**src/rtl/td4_pkg.sv**
```systemverilog
// Shared types and constants for the TD4 program-memory loader.
package td4_pkg;

  localparam int unsigned TD4_ADDR_W = 4;
  localparam int unsigned TD4_DATA_W = 8;
  localparam logic [7:0]  TD4_NOP    = 8'h00;

  typedef enum logic [1:0] {
    StRun,
    StLoadLo,
    StLoadHi,
    StFull
  } loader_state_t;

endpackage

```
**src/rtl/td4_prog_loader_if.sv**
```systemverilog
// Loader pin bundle: the programming pins in, load progress back out.
interface td4_prog_loader_if
  import td4_pkg::*;
#(
  parameter int unsigned ADDR_W = TD4_ADDR_W,
  parameter int unsigned DATA_W = TD4_DATA_W
);

  logic                  load_mode;
  logic                  wr_strobe;
  logic [DATA_W/2-1:0]   wr_data;
  logic [ADDR_W-1:0]     load_addr;
  logic                  load_done;

  modport master (
    output load_mode,
    output wr_strobe,
    output wr_data,
    input  load_addr,
    input  load_done
  );

  modport slave (
    input  load_mode,
    input  wr_strobe,
    input  wr_data,
    output load_addr,
    output load_done
  );

endinterface

```
**src/rtl/td4_sync_edge.sv**
```systemverilog
// Multi-flop synchroniser for an async pin with registered level and rise/fall pulses.
module td4_sync_edge #(
  parameter int unsigned SYNC_STAGES = 2
) (
  input  logic clk,
  input  logic rst_n,
  input  logic async_in,
  output logic level,
  output logic rise,
  output logic fall
);

  logic [SYNC_STAGES-1:0] sync_q;
  logic                   level_q;
  logic                   rise_q;
  logic                   fall_q;

  // level_q is the one-clock delayed copy, so level and the edge pulses change together.
  always_ff @(posedge clk or negedge rst_n) begin
    if (!rst_n) begin
      sync_q  <= '0;
      level_q <= 1'b0;
      rise_q  <= 1'b0;
      fall_q  <= 1'b0;
    end else begin
      sync_q  <= {sync_q[SYNC_STAGES-2:0], async_in};
      level_q <= sync_q[SYNC_STAGES-1];
      rise_q  <= sync_q[SYNC_STAGES-1] & ~level_q;
      fall_q  <= ~sync_q[SYNC_STAGES-1] & level_q;
    end
  end

  assign level = level_q;
  assign rise  = rise_q;
  assign fall  = fall_q;

endmodule

```
**src/rtl/td4_prog_loader.sv**
```systemverilog
// TD4 program store: nibble-wise loader from pins, instr[pc] read port and core step enable.
// Define TD4_SINGLE_STEP_EN to step the core from wr_strobe instead of the free-running divider.
module td4_prog_loader
  import td4_pkg::*;
#(
  parameter int unsigned ADDR_W      = TD4_ADDR_W,
  parameter int unsigned DATA_W      = TD4_DATA_W,
  parameter int unsigned SYNC_STAGES = 2,
  parameter int unsigned RUN_DIV_W   = 20
) (
  input  logic               clk,
  input  logic               rst_n,
  td4_prog_loader_if.slave   bus,
  input  logic [ADDR_W-1:0]  pc,
  output logic [DATA_W-1:0]  instr,
  output logic               cpu_run
);

  localparam int unsigned DEPTH = 2 ** ADDR_W;
  localparam int unsigned NIB_W = DATA_W / 2;

  logic mode_level, mode_rise, mode_fall;
  logic strobe_level, strobe_rise, strobe_fall;

  td4_sync_edge #(
    .SYNC_STAGES(SYNC_STAGES)
  ) u_sync_mode (
    .clk     (clk),
    .rst_n   (rst_n),
    .async_in(bus.load_mode),
    .level   (mode_level),
    .rise    (mode_rise),
    .fall    (mode_fall)
  );

  td4_sync_edge #(
    .SYNC_STAGES(SYNC_STAGES)
  ) u_sync_strobe (
    .clk     (clk),
    .rst_n   (rst_n),
    .async_in(bus.wr_strobe),
    .level   (strobe_level),
    .rise    (strobe_rise),
    .fall    (strobe_fall)
  );

  // Mode is acted on by level; only the strobe rising edge matters.
  logic unused_edges;
  assign unused_edges = ^{mode_rise, mode_fall, strobe_level, strobe_fall};

  loader_state_t     state_q;
  logic [ADDR_W-1:0] load_addr_q;
  logic              load_done_q;
  logic [NIB_W-1:0]  lo_q;
  logic              cpu_run_q;
  logic [DATA_W-1:0] mem_q [DEPTH];
`ifndef TD4_SINGLE_STEP_EN
  logic [RUN_DIV_W-1:0] div_q;
`endif

  always_ff @(posedge clk or negedge rst_n) begin
    if (!rst_n) begin
      state_q     <= StRun;
      load_addr_q <= '0;
      load_done_q <= 1'b0;
      lo_q        <= '0;
      cpu_run_q   <= 1'b0;
`ifndef TD4_SINGLE_STEP_EN
      div_q       <= '0;
`endif
      for (int unsigned i = 0; i < DEPTH; i++) begin
        mem_q[i] <= '0;
      end
    end else begin
      cpu_run_q <= 1'b0;
`ifndef TD4_SINGLE_STEP_EN
      // Held at zero outside RUN so the first step comes a full period after entry.
      if (state_q != StRun) begin
        div_q <= '0;
      end
`endif
      // Mode is checked first in every state: a coincident strobe edge is dropped.
      unique case (state_q)
        StRun: begin
          if (mode_level) begin
            state_q     <= StLoadLo;
            load_addr_q <= '0;
            load_done_q <= 1'b0;
          end else begin
`ifdef TD4_SINGLE_STEP_EN
            cpu_run_q <= strobe_rise;
`else
            div_q     <= div_q + 1'b1;
            cpu_run_q <= (div_q == '1);
`endif
          end
        end
        StLoadLo: begin
          if (!mode_level) begin
            state_q <= StRun;
          end else if (strobe_rise) begin
            lo_q    <= bus.wr_data;
            state_q <= StLoadHi;
          end
        end
        StLoadHi: begin
          if (!mode_level) begin
            state_q <= StRun;
          end else if (strobe_rise) begin
            mem_q[load_addr_q] <= {bus.wr_data, lo_q};
            load_addr_q        <= load_addr_q + 1'b1;
            if (load_addr_q == '1) begin
              state_q     <= StFull;
              load_done_q <= 1'b1;
            end else begin
              state_q <= StLoadLo;
            end
          end
        end
        StFull: begin
          if (!mode_level) begin
            state_q <= StRun;
          end
        end
        default: state_q <= StRun;
      endcase
    end
  end

  assign instr         = (state_q == StRun) ? mem_q[pc] : DATA_W'(TD4_NOP);
  assign cpu_run       = cpu_run_q;
  assign bus.load_addr = load_addr_q;
  assign bus.load_done = load_done_q;

endmodule

```
**src/flat_wrapper.sv**
```systemverilog
// flat-port wrapper written by rule: the top's interface ports become plain ports
module td4_prog_loader_flat import td4_pkg::*;
#(
  parameter int unsigned ADDR_W      = TD4_ADDR_W,
  parameter int unsigned DATA_W      = TD4_DATA_W,
  parameter int unsigned SYNC_STAGES = 2,
  parameter int unsigned RUN_DIV_W   = 20
)
  (clk, rst_n, pc, instr, cpu_run, bus_load_mode, bus_wr_strobe, bus_wr_data, bus_load_addr, bus_load_done);
  td4_prog_loader_if #(.ADDR_W(ADDR_W), .DATA_W(DATA_W)) bus_i ();
  input  logic clk;
  input  logic rst_n;
  input  logic [ADDR_W-1:0] pc;
  output logic [DATA_W-1:0] instr;
  output logic cpu_run;
  input wire logic [$bits(bus_i.load_mode)-1:0] bus_load_mode;
  input wire logic [$bits(bus_i.wr_strobe)-1:0] bus_wr_strobe;
  input wire logic [$bits(bus_i.wr_data)-1:0] bus_wr_data;
  output wire logic [$bits(bus_i.load_addr)-1:0] bus_load_addr;
  output wire logic [$bits(bus_i.load_done)-1:0] bus_load_done;
  assign bus_i.load_mode = bus_load_mode;
  assign bus_i.wr_strobe = bus_wr_strobe;
  assign bus_i.wr_data = bus_wr_data;
  assign bus_load_addr = bus_i.load_addr;
  assign bus_load_done = bus_i.load_done;
  td4_prog_loader #(.ADDR_W(ADDR_W), .DATA_W(DATA_W), .SYNC_STAGES(SYNC_STAGES), .RUN_DIV_W(RUN_DIV_W)) u_core (.clk(clk), .rst_n(rst_n), .bus(bus_i), .pc(pc), .instr(instr), .cpu_run(cpu_run));
endmodule
```
**config.mk**
```make
export PLATFORM = sky130hd
export DESIGN_NAME = td4_prog_loader_flat
export DESIGN_NICKNAME = d
export VERILOG_FILES = /design/src/rtl/td4_pkg.sv /design/src/rtl/td4_prog_loader_if.sv /design/src/rtl/td4_sync_edge.sv /design/src/rtl/td4_prog_loader.sv /design/src/flat_wrapper.sv
export SDC_FILE = /design/constraint.sdc
export NUM_CORES = 1
export LEC_CHECK = 0
export ABC_AREA = 1
export BUFFER_PORTS_ARGS = -buffer_cell sky130_fd_sc_hd__buf_2
export CORE_MARGIN = 2
export CORE_UTILIZATION = 60
export DETAILED_ROUTE_END_ITERATION = 16
export PLACE_DENSITY = 0.77
export SYNTH_ARGS = -nofsm -noshare
export SYNTH_HDL_FRONTEND = slang
export SYNTH_SLANG_ARGS = --single-unit
```
**constraint.sdc**
```tcl
create_clock -name clk -period 1.78 [get_ports clk]
set_input_delay 0.267 -clock clk [delete_from_list [all_inputs] [get_ports clk]]
set_output_delay 0.267 -clock clk [all_outputs]
set_load 0.05 [all_outputs]
```
==> reports/results.md, run 1 <==
- **root buffer cell** sky130_fd_sc_hd__clkbuf_16
- **instance area after placement** 0.00860 mm^2
- **final period demand of the worst path** 1.88 ns
- **Reg2Reg Setup Slack** 0.14 ns
- **via count** 7,115
- **worst setup skew after layout** 0.00883 ns
- **router iterations before antenna repair** 6
- **Final GP Congestion** 0.908
- **cell area after layout** 0.00960 mm^2
- **type of element capturing the critical path** primary output
- **violated checks** setup timing
- **remaining routing DRC violations** 0
- **final design utilization** 72.5%
- **leading cell type in the layout, fill and taps excluded** sky130_fd_sc_hd__nand2_1
- **ANT nets after route** 0
- **power share of the combinational group** 11.4%
- **actual transition at the worst max-transition pin** 0.649 ns
- **required time of the critical path** 1.51 ns
- **Clock Tree Buf Depth** 2
- **Critical R2R Launch** u_core.state_q[1]
- **die area** 0.0145 mm^2
- **Net Sw Power** 2.44 mW
- **most frequent cells in the layout** sky130_fd_sc_hd__nand2_1, sky130_fd_sc_hd__dfrtp_1, sky130_fd_sc_hd__o21ai_0
- **critical path class** reg2out
- **chip width** 120 um
- **critical path fanouts, max** 2
- **Gate Count Post-Synth** 1,036
- **clock slew at reported path FFs** 0.07 ns
- **Synth cell types** 29
- **wire length of the first global-routing pass** 34,700 um
- **fraction of layout instances using a drive strength above 1** 16.3%
- **final worst-path cycle share** 106%
- **pin count of the biggest net entering global routing** 52
- **nets** 1,099
- **number of sinks handled by clock tree synthesis** 167
- **number of cell rows** 42
- **FF/Latch Area** 0.00418 mm^2
- **Slew Viols, Final** 0
- **number of buffers inserted during clock tree synthesis** 17
- **placement-stage worst setup slack** -0.0520 ns
- **combined area of all synthesized cells** 0.00812 mm^2
- **Arr. time, crit path** 1.62 ns
- **clock network power share** 43.9%
- **total detailed-routing wirelength** 21,600 um
- **post-synth net total** 1,053
- **syn avg cell area** 7.84 um^2
- **pwr/cell area** 923 mW/mm^2
- **starting utilization of the core area** 61.3%
- **path class of the lowest-slack min-delay path** in2async
- **sequential fraction of the synthesis area** 51.5%
- **multi-input gate area in the final layout** 0.00347 mm^2
- **Die H** 120 um
- **Total GRT Usage** 31.2%
- **final sum of negative setup slack** -0.673 ns
- **Top-Level Pins** 26
- **starting DRC count in detailed routing** 814
- **via count of the first global-routing pass** 6,665
- **average routed wire per standard cell** 17.0 um
- **yosys warns** 0
- **Worst Slack Setup Final** -0.103 ns
- **area growth from synthesis to layout** 18.2%
- **Internal Pwr Total** 6.42 mW
- **TritonCTS clock tree** yes
- **# port buffers** 25
- **unrepaired setup endpoints after global routing** true
- **half-perimeter wire length of the detailed placement result** 13,200 um
- **result of the run** complete, but fails checks
- **Max transition margin** 56.7%
- **grt total ovfl** 0
- **Max Clk Rate** 531 MHz
- **sequential cell fraction of total power** 44.7%
- **Finish-stage setup viols** 8
- **Final Hold Violating Endpoints** 0
- **detailed-route vias per instance** 5.60
- **Worst Hold Slack** 0.287 ns
- **worst vdd ir** 0.00122 V
- **static leakage** 4.87 nW
- **Clk Latency, worst-skew pair** 0.44 ns
- **fill cell instance count of the final layout** 999
- **Critical Path Start Type** flip-flop
- **switching fraction of total power** 27.6%
- **flip-flop and latch count after synthesis** 167
- **initial antenna violation count** 0
- **number of H-tree branching levels** 4
- **reg-to-reg critical path endpoint** u_core.mem_q[32]
- **worst-case reg-to-reg path depth** 8
- **max-cap violation count** 0
- **core outline area** 0.0132 mm^2
- **n_diodes** 0
## flip-flops by register name (all words and copies together) (netlist names), 2 cells and up
signal / cells
u_core.lo_q: 4
u_core.div_q: 20
u_core.u_sync_strobe.sync_q: 2
u_core.mem_q: 128
u_core.u_sync_mode.sync_q: 2
u_core.state_q: 2
u_core.bus.load_addr: 4
## synthesized netlist by cell type
cell type	number	share of area, %
sky130_fd_sc_hd__nand4_4	5	1.3
sky130_fd_sc_hd__o211ai_1	1	0.092
sky130_fd_sc_hd__buf_1	4	0.18
sky130_fd_sc_hd__a21oi_1	25	1.5
sky130_fd_sc_hd__dfrtp_1	167	51
sky130_fd_sc_hd__nand3_1	93	5.7
sky130_fd_sc_hd__buf_2	6	0.37
sky130_fd_sc_hd__xor2_1	1	0.11
sky130_fd_sc_hd__and3_1	2	0.15
sky130_fd_sc_hd__buf_12	1	0.25
sky130_fd_sc_hd__a311oi_1	1	0.11
sky130_fd_sc_hd__o21ai_1	4	0.25
sky130_fd_sc_hd__o21a_1	1	0.092
sky130_fd_sc_hd__o21ai_0	141	8.7
sky130_fd_sc_hd__nor2_4	1	0.14
sky130_fd_sc_hd__nor3_1	5	0.31
sky130_fd_sc_hd__inv_1	100	4.6
sky130_fd_sc_hd__nand4_1	9	0.69
sky130_fd_sc_hd__clkbuf_1	29	1.3
sky130_fd_sc_hd__a211oi_1	2	0.18
sky130_fd_sc_hd__ha_1	5	0.77
sky130_fd_sc_hd__clkbuf_2	1	0.062
sky130_fd_sc_hd__clkinv_1	2	0.092
sky130_fd_sc_hd__buf_4	3	0.28
sky130_fd_sc_hd__inv_2	3	0.14
sky130_fd_sc_hd__nor2_1	41	1.9
sky130_fd_sc_hd__nand2_1	370	17
sky130_fd_sc_hd__buf_6	10	1.4
sky130_fd_sc_hd__nand3_4	3	0.65
## layout make-up
cell class,count,share of cell area [%]
Sequential cell,167,43.6
Multi-Input combinational cell,710,36.1
Timing Repair Buffer,80,7.35
Clock buffer,17,4.43
Inverter,105,4.15
Tap cell,176,2.29
Clock inverter,15,1.99
Timing Repair inverter,1,0.0782
## worst max-delay path by stage
stage                          end         startpoint  slack [ns]  depth (start not counted)
after detailed placement  instr[4]              pc[0]       -0.05                         10
after CTS                 instr[1]  u_core.state_q[1]       -0.08                          4
after floorplan           instr[0]  u_core.state_q[1]       -0.05                          4
after global routing      instr[4]   u_core.mem_q[28]       -0.17                          7
after global placement    instr[4]              pc[0]       -0.04                         10
final                     instr[4]  u_core.mem_q[100]       -0.10                          7
## critical path: stages, from the launching register on
cell                      delay (ns)
sky130_fd_sc_hd__dfrtp_1        0.37
sky130_fd_sc_hd__inv_1          0.05
sky130_fd_sc_hd__nand2_1        0.06
sky130_fd_sc_hd__nand3_1        0.11
sky130_fd_sc_hd__nand3_1        0.11
sky130_fd_sc_hd__nand3_2        0.09
sky130_fd_sc_hd__a21oi_2        0.21
sky130_fd_sc_hd__buf_6          0.18
## layer usage
layer | up-vias | share of wire, % | track usage [%]
met3 | 48 | 6.3 | 5.80
met5 | - | 0 | 0
met2 | 287 | 45 | 46.2
met4 | 0 | 2.7 | 12.5
met1 | 3388 | 46 | 45.7
li1 | 3392 | - | -
## cells by family after synthesis
kind of cell / share of synthesized area (%)
AO/OA/AOI/OAI: 11.0
adder cells (fa/ha/maj): 0.770
AND/OR/NAND/NOR: 28.0
XOR/XNOR: 0.108
flip-flops: 51.5
buffers and inverters: 8.72
## repair_timing
item	CTS	global route
hold buffers	3	0
endpoints found under the hold margin	31	0
gates resized for setup	32	33
setup endpoints to repair	8	16
cloned	1	0
buffers inserted	5	6
pin swaps	12	16
## metrics by stage
stage,power [mW],instances
6_report,8.86,1271
5_1_grt,9.17,1271
4_1_cts,8.84,1265
3_5_place_dp,4.93,1224
3_3_place_gp,4.92,1224
2_1_floorplan,4.54,1036
## power by group through the flow
stage / logic, mW / registers [mW] / clock network (mW)
after global routing: 1.10 / 3.97 / 4.10
after global placement: 0.897 / 4.03 / 0
after floorplan: 0.506 / 4.03 / 0
after CTS: 0.966 / 3.96 / 3.91
final: 1.01 / 3.96 / 3.89
after detailed placement: 0.905 / 4.03 / 0
Note: power is estimated with default switching activity, not from simulation.
==> run 2: changes to the inputs <==
Settings changed: ABC_AREA 1 to default.
==> reports/results.md, run 2 <==
- **nets** 663, was 1,099
- **register bank with the most flops** u_core.mem_q, unchanged
- **n_diodes** 0, unchanged
- **flip-flop and latch count after synthesis** 167, unchanged
- **flip-flop count of the largest register, all copies and words added** 128, unchanged
- **total detailed-routing wirelength** 17,200 um, was 21,600 um
- **fraction of layout instances using a drive strength above 1** 48.4%, was 16.3%
- **worst setup skew after layout** 0.00909 ns, was 0.00883 ns
- **Finish-stage setup viols** 9, was 8
- **chip width** 118 um, was 120 um
- **router iterations before antenna repair** 5, was 6
- **Final GP Congestion** 0.818, was 0.908
- **clock network power share** 44.5%, was 43.9%
- **met1 usage** 34.6%, was 45.7%
- **beginning of the critical path** u_core.state_q[0], was u_core.mem_q[100]
- **most frequent cells in the layout** sky130_fd_sc_hd__dfrtp_1, sky130_fd_sc_hd__mux2_2, sky130_fd_sc_hd__buf_4, was sky130_fd_sc_hd__nand2_1, sky130_fd_sc_hd__dfrtp_1, sky130_fd_sc_hd__o21ai_0
- **busiest grt layer** met2, unchanged
- **via count** 5,057, was 7,115
- **TritonCTS clock tree** yes, unchanged
- **root buffer cell** sky130_fd_sc_hd__clkbuf_16, unchanged
- **number of cell rows** 41, was 42
- **initial antenna violation count** 0, unchanged
- **Final Hold Violating Endpoints** 0, unchanged
- **actual transition at the worst max-transition pin** 0.566 ns, was 0.649 ns
- **sequential fraction of the synthesis area** 53.8%, was 51.5%
- **Yosys top cell area share** 53.8%, was 51.5%
- **remaining routing DRC violations** 0, unchanged
- **Gate Count Post-Synth** 577, was 1,036
- **number of H-tree branching levels** 4, unchanged
- **final worst-path cycle share** 125%, was 106%
- **worst vdd ir** 0.000761 V, was 0.00122 V
- **pin count of the biggest net entering global routing** 52, unchanged
- **wire length of the first global-routing pass** 27,900 um, was 34,700 um
- **die area** 0.0139 mm^2, was 0.0145 mm^2
- **Worst Slack Setup Final** -0.451 ns, was -0.103 ns
- **Total GRT Usage** 26.0%, was 31.2%
- **unrepaired setup endpoints after global routing** true, unchanged
- **Die H** 118 um, was 120 um
- **Clk Latency, worst-skew pair** 0.43 ns, was 0.44 ns
- **Synth cell types** 47, was 29
- **fill cell instance count of the final layout** 797, was 999
- **post-synth net total** 594, was 1,053
- **combined area of all synthesized cells** 0.00777 mm^2, was 0.00812 mm^2
- **type of element capturing the critical path** primary output, unchanged
- **Max transition margin** 62.2%, was 56.7%
- **pwr/cell area** 926 mW/mm^2, was 923 mW/mm^2
- **post-route total power** 8.76 mW, was 8.86 mW
- **switching fraction of total power** 23.4%, was 27.6%
- **grt total ovfl** 0, unchanged
- **leading cell type in the layout, fill and taps excluded** sky130_fd_sc_hd__dfrtp_1, was sky130_fd_sc_hd__nand2_1
- **result of the run** complete, but fails checks, unchanged
- **average routed wire per standard cell** 20.7 um, was 17.0 um
- **via count of the first global-routing pass** 5,341, was 6,665
- **final design utilization** 75.0%, was 72.5%
- **Reg2Reg Setup Slack** -0.01 ns, was 0.14 ns
- **number of sinks handled by clock tree synthesis** 167, unchanged
- **Clock Tree Buf Depth** 2, unchanged
- **detailed-route vias per instance** 6.09, was 5.60
- **EDFF count, synth** 0, unchanged
- **Slew Viols, Final** 0, unchanged
- **starting DRC count in detailed routing** 343, was 814
- **number of cells in the design after placement** 788, was 1,224
- **static leakage** 4.31 nW, was 4.87 nW
- **Critical R2R Launch** u_core.state_q[0], was u_core.state_q[1]
- **max-cap violation count** 0, unchanged
- **top-count cell post-synth** sky130_fd_sc_hd__dfrtp_1, was sky130_fd_sc_hd__nand2_1
- **most used standard cells in the synthesized netlist** sky130_fd_sc_hd__dfrtp_1, sky130_fd_sc_hd__mux2_2, sky130_fd_sc_hd__nand2_1, was sky130_fd_sc_hd__nand2_1, sky130_fd_sc_hd__dfrtp_1, sky130_fd_sc_hd__o21ai_0
- **met3 layer usage reported by global route** 5.04%, was 5.80%
- **async set-or-reset flop fraction in the synthesized netlist** 100%, unchanged
- **sequential cell fraction of total power** 47.0%, was 44.7%
- **Top Registers** u_core.mem_q x128, u_core.div_q x20, unchanged
- **power share of the combinational group** 8.5%, was 11.4%
- **ANT nets after route** 0, unchanged
- **worst-case reg-to-reg path depth** 5, was 8
- **syn avg cell area** 13.5 um^2, was 7.84 um^2
- **Max Clk Rate** 448 MHz, was 531 MHz
- **post-layout instance count excluding filler cells** 831, was 1,271
- **reg-to-reg critical path endpoint** u_core.mem_q[16], was u_core.mem_q[32]
- **largest cells by area after synthesis** sky130_fd_sc_hd__dfrtp_1, sky130_fd_sc_hd__mux2_2, sky130_fd_sc_hd__mux4_2, sky130_fd_sc_hd__mux2i_1, sky130_fd_sc_hd__nand2_1, was sky130_fd_sc_hd__dfrtp_1, sky130_fd_sc_hd__nand2_1, sky130_fd_sc_hd__o21ai_0, sky130_fd_sc_hd__nand3_1, sky130_fd_sc_hd__inv_1
- **half-perimeter wire length of the detailed placement result** 11,500 um, was 13,200 um
- **Yosys top cell by area** sky130_fd_sc_hd__dfrtp_1, unchanged
- **Top FF cell, synth** sky130_fd_sc_hd__dfrtp_1, unchanged
- **area growth from synthesis to layout** 21.7%, was 18.2%
- **placement-stage worst setup slack** -0.186 ns, was -0.0520 ns
- **Net Sw Power** 2.05 mW, was 2.44 mW
- **path class of the lowest-slack min-delay path** in2async, unchanged
- **required time of the critical path** 1.51 ns, about the same
- **# port buffers** 25, unchanged
- **global-route met2 utilization** 42.9%, was 46.2%
- **critical path fanouts, max** 9, was 2
- **starting utilization of the core area** 61.6%, was 61.3%
- **number of buffers inserted during clock tree synthesis** 17, unchanged
- **Top-Level Pins** 26, unchanged
- **Arr. time, crit path** 1.96 ns, was 1.62 ns
- **clock slew at reported path FFs** 0.06 ns, was 0.07 ns
- **final period demand of the worst path** 2.23 ns, was 1.88 ns
- **core outline area** 0.0126 mm^2, was 0.0132 mm^2
- **Critical Path Start Type** flip-flop, unchanged
- **Internal Pwr Total** 6.72 mW, was 6.42 mW
- **yosys warns** 0, unchanged
- **violated checks** setup timing, unchanged
- **critical path class** reg2out, unchanged
## run 2: changes by cell type after synthesis, moves of 21 or more
cell / delta
sky130_fd_sc_hd__nand3_1: -75
sky130_fd_sc_hd__nor2_1: -21
sky130_fd_sc_hd__inv_1: -92
sky130_fd_sc_hd__nand2_1: -343
sky130_fd_sc_hd__o21ai_0: -132
sky130_fd_sc_hd__mux2i_1: +21
sky130_fd_sc_hd__mux2_2: +137
## run 2: power groups by stage
stage / clock [mW] / sequential [mW] / combinational [mW]
4_1_cts: 3.93 / 4.12 / 0.733
6_report: 3.90 / 4.12 / 0.744
5_1_grt: 4.11 / 4.14 / 0.811
3_3_place_gp: 0 / 4.17 / 0.684
3_5_place_dp: 0 / 4.18 / 0.703
2_1_floorplan: 0 / 4.08 / 0.498
## run 2: layout make-up
cell class	count	area [um^2]	area share, %
repair buffers	84	752	7.95
multi-input cells	368	3640	38.5
inverters	8	30.0	0.317
clock inverters	11	171	1.81
well taps	172	215	2.28
flip-flops and latches	167	4190	44.3
clock buffers	21	460	4.87
## run 2: critical path, cell delays in order, from the launching register on
cell	delay (ns)
sky130_fd_sc_hd__dfrtp_1	0.42
sky130_fd_sc_hd__or2_4	0.30
sky130_fd_sc_hd__nor2_4	0.14
sky130_fd_sc_hd__buf_12	0.15
sky130_fd_sc_hd__a32oi_1	0.06
sky130_fd_sc_hd__o211ai_1	0.22
sky130_fd_sc_hd__buf_4	0.24
## run 2: stage by stage
step	TNS [ns]	hold slack [ns]	cell area, um^2
floorplan	-2.66	-0.0286	7910
global placement	-3.97	0.211	8480
detailed placement	-4.54	0.216	8480
CTS	-3.19	0.328	9330
global route	-5.56	0.353	9460
finish	-3.21	0.329	9460
## run 2: worst max-delay path by stage
stage,endpoint,slack (ns),depth (start not counted)
final,instr[6],-0.45,6
after floorplan,instr[3],-0.44,7
after global placement,instr[5],-0.17,7
after global routing,instr[1],-0.54,6
after detailed placement,instr[6],-0.19,6
after CTS,instr[1],-0.43,6
## run 2: cell families after synthesis
family | count (synthesis) | synth area share [%]
AOI/OAI and AO/OA | 45 | 3.90
buffers and inverters | 42 | 2.48
adders and majority gates | 5 | 0.805
DFF | 167 | 53.8
muxes | 178 | 28.3
and+or+nand+nor | 128 | 9.37
xor gates and xnor gates | 12 | 1.35
## run 2: per-layer routing
metal | vias up | wire length [um]
met4 | 0 | 373
met3 | 25 | 745
li1 | 2254 | -
met2 | 125 | 8660
met1 | 2653 | 7400
met5 | - | 0
## run 2: timing repair
item,CTS,global route
hold buffers,3,0
pin swaps,10,9
resized for setup,37,24
setup endpoints to repair,111,112
buffers inserted,6,5
endpoints found under the hold margin,42,0
==> run 3: changes to the inputs <==
Settings changed: ABC_AREA from default to 1, SKIP_CTS_REPAIR_TIMING from default to 1, SYNTH_HIERARCHICAL from default to 1.
==> reports/results.md, run 3 <==
- **chip width** 120 um, was 118 um
- **uppermost metal layer occupied by signal nets** met4, unchanged
- **detailed-route vias per instance** 5.56, was 6.09
- **cell chain of the critical path** nor2_4 > clkinvlp_4 > buf_12 > a21oi_2 > buf_6, was or2_4 > nor2_4 > buf_12 > a32oi_1 > o211ai_1 > buf_4
- **critical path fanouts, max** 10, was 9
- **leading cell type in the layout, fill and taps excluded** sky130_fd_sc_hd__nand2_1, was sky130_fd_sc_hd__dfrtp_1
- **Max Clk Rate** 537 MHz, was 448 MHz
- **fraction of layout instances using a drive strength above 1** 12.9%, was 48.4%
- **flip-flop count of the largest register, all copies and words added** 128, unchanged
- **Arr. time, crit path** 1.59 ns, was 1.96 ns
- **syn avg cell area** 7.84 um^2, was 13.5 um^2
- **combined area of all synthesized cells** 0.00806 mm^2, was 0.00777 mm^2
- **path class of the lowest-slack min-delay path** in2reg, was in2async
- **final worst-path cycle share** 105%, was 125%
- **Die H** 120 um, was 118 um
- **actual transition at the worst max-transition pin** 0.620 ns, was 0.566 ns
- **WL met3** 1120 um, was 745 um
- **critical-path cell with the highest stage delay** sky130_fd_sc_hd__dfrtp_1, unchanged
- **total detailed-routing wirelength** 19,700 um, was 17,200 um
- **Final GP Congestion** 0.907, was 0.818
- **number of buffers inserted during clock tree synthesis** 17, unchanged
- **critical path class** reg2out, unchanged
- **# port buffers** 25, unchanged
- **n_diodes** 0, unchanged
- **maximum single-stage delay on the critical path** 0.42 ns, about the same
- **number of H-tree branching levels** 4, unchanged
- **half-perimeter wire length of the detailed placement result** 12,600 um, was 11,500 um
- **via count** 6,968, was 5,057
- **Reg2Reg Setup Slack** 0.15 ns, was -0.01 ns
- **router iterations before antenna repair** 6, was 5
- **Gate Count Post-Synth** 1,027, was 577
- **register bank with the most flops** u_core/mem_q, was u_core.mem_q
- **starting DRC count in detailed routing** 867, was 343
- **static leakage** 4.82 nW, was 4.31 nW
- **Worst Slack Setup Final** -0.0810 ns, was -0.451 ns
- **core outline area** 0.0132 mm^2, was 0.0126 mm^2
- **type of element capturing the critical path** primary output, unchanged
- **max-cap violation count** 0, unchanged
- **Worst Hold Slack** 0.336 ns, was 0.329 ns
- **Slew Viols, Final** 0, unchanged
- **Critical Path Start Type** flip-flop, unchanged
- **Clk Latency, worst-skew pair** 0.43 ns, about the same
- **unrepaired setup endpoints after global routing** true, unchanged
- **initial antenna violation count** 0, unchanged
- **starting utilization of the core area** 61.1%, was 61.6%
- **average routed wire per standard cell** 15.7 um, was 20.7 um
- **Finish-stage setup viols** 8, was 9
- **worst setup skew after layout** 0.00642 ns, was 0.00909 ns
- **wire length of the first global-routing pass** 32,900 um, was 27,900 um
- **pin count of the biggest net entering global routing** 64, was 52
- **Clock Tree Buf Depth** 2, unchanged
- **placement-stage worst setup slack** -0.0352 ns, was -0.186 ns
- **via count of the first global-routing pass** 6,627, was 5,341
- **Top Registers** u_core/mem_q x128, u_core/div_q x20, was u_core.mem_q x128, u_core.div_q x20
- **die area** 0.0144 mm^2, was 0.0139 mm^2
- **CP top delay family** buffers and inverters, was simple AND/OR/NAND/NOR gates
- **fill cell instance count of the final layout** 1,016, was 797
- **violated checks** setup timing, unchanged
- **Top-Level Pins** 26, unchanged
- **Final Hold Violating Endpoints** 0, unchanged
- **TritonCTS clock tree** yes, unchanged
- **result of the run** complete, but fails checks, unchanged
- **pwr/cell area** 936 mW/mm^2, was 926 mW/mm^2
- **required time of the critical path** 1.51 ns, about the same
- **final sum of negative setup slack** -0.570 ns, was -3.21 ns
- **ANT nets after route** 0, unchanged
- **Total GRT Usage** 29.4%, was 26.0%
- **worst vdd ir** 0.000986 V, was 0.000761 V
- **clock slew at reported path FFs** 0.07 ns, was 0.06 ns
- **Bufs and invs on worst path** 3, was 2
- **Metal-1 WL** 8580 um, was 7400 um
- **Max transition margin** 58.6%, was 62.2%
- **yosys warns** 6, was 0
- **number of sinks handled by clock tree synthesis** 167, unchanged
- **routed wl met2** 9540 um, was 8660 um
- **post-synth net total** 1,044, was 594
- **remaining routing DRC violations** 0, unchanged
- **most frequent cells in the layout** sky130_fd_sc_hd__nand2_1, sky130_fd_sc_hd__dfrtp_1, sky130_fd_sc_hd__o21ai_0, was sky130_fd_sc_hd__dfrtp_1, sky130_fd_sc_hd__mux2_2, sky130_fd_sc_hd__buf_4
- **number of cell rows** 42, was 41
- **grt total ovfl** 0, unchanged
- **nets** 1,082, was 663
- **final period demand of the worst path** 1.86 ns, was 2.23 ns
- **root buffer cell** sky130_fd_sc_hd__clkbuf_16, unchanged
- **area growth from synthesis to layout** 17.5%, was 21.7%
-- run 3: per-layer routing --
layer | GRT usage [%] | up-vias
met1 | 39.8 | 3314
met3 | 4.75 | 51
met4 | 11.9 | 0
met2 | 47.9 | 245
li1 | - | 3358
met5 | 0 | -
-- run 3: worst paths after layout --
kind | startpoint | to | depth (start not counted)
setup / recovery | u_core/state_q[0] | instr[4] | 5
hold / removal | bus_wr_data[0] | u_core/mem_q[124] | 4
setup reg to reg | u_core/state_q[0] | u_core/mem_q[112] | 8
hold reg to reg | u_core/u_sync_strobe/sync_q[0] | u_core/u_sync_strobe/sync_q[1] | 0
max in group asynchronous | rst_n | u_core/mem_q[69] | 3
min in group asynchronous | rst_n | u_core/div_q[6] | 3
-- run 3: where the power goes --
part	switching [mW]	internal, mW	total [mW]
registers	0.0535	3.87	3.93
clock network	1.51	2.51	4.03
logic	0.636	0.270	0.907
-- run 3: worst reg2reg max path: cells and delay by family (launching register included) --
kind	cells	cell delay [ns]
AO/OA/AOI/OAI	1	0.10
AND/OR/NAND/NOR	4	0.45
flip-flops	1	0.42
buffers and inverters	3	0.50
-- run 3: cell type report --
class                      instances  area (um^2)  share of cell area [%]
sequential                       167         4180                    44.2
multi-input combinational        701         3330                    35.2
timing repair buffer              73          687                    7.26
clock buffer                      18          439                    4.64
inverter                         105          398                    4.20
tap                              176          220                    2.33
clock inverter                    13          204                    2.16
-- run 3: metrics by stage --
step / power (mW) / util [%] / instances / cell area [um^2]
6_report: 8.86 / 71.7 / 1253 / 9460
5_1_grt: 9.15 / 71.7 / 1253 / 9460
4_1_cts: 8.84 / 69.9 / 1244 / 9230
3_5_place_dp: 4.82 / 65.1 / 1213 / 8580
3_3_place_gp: 4.81 / 65.1 / 1213 / 8580
2_1_floorplan: 4.45 / - / 1027 / 8090
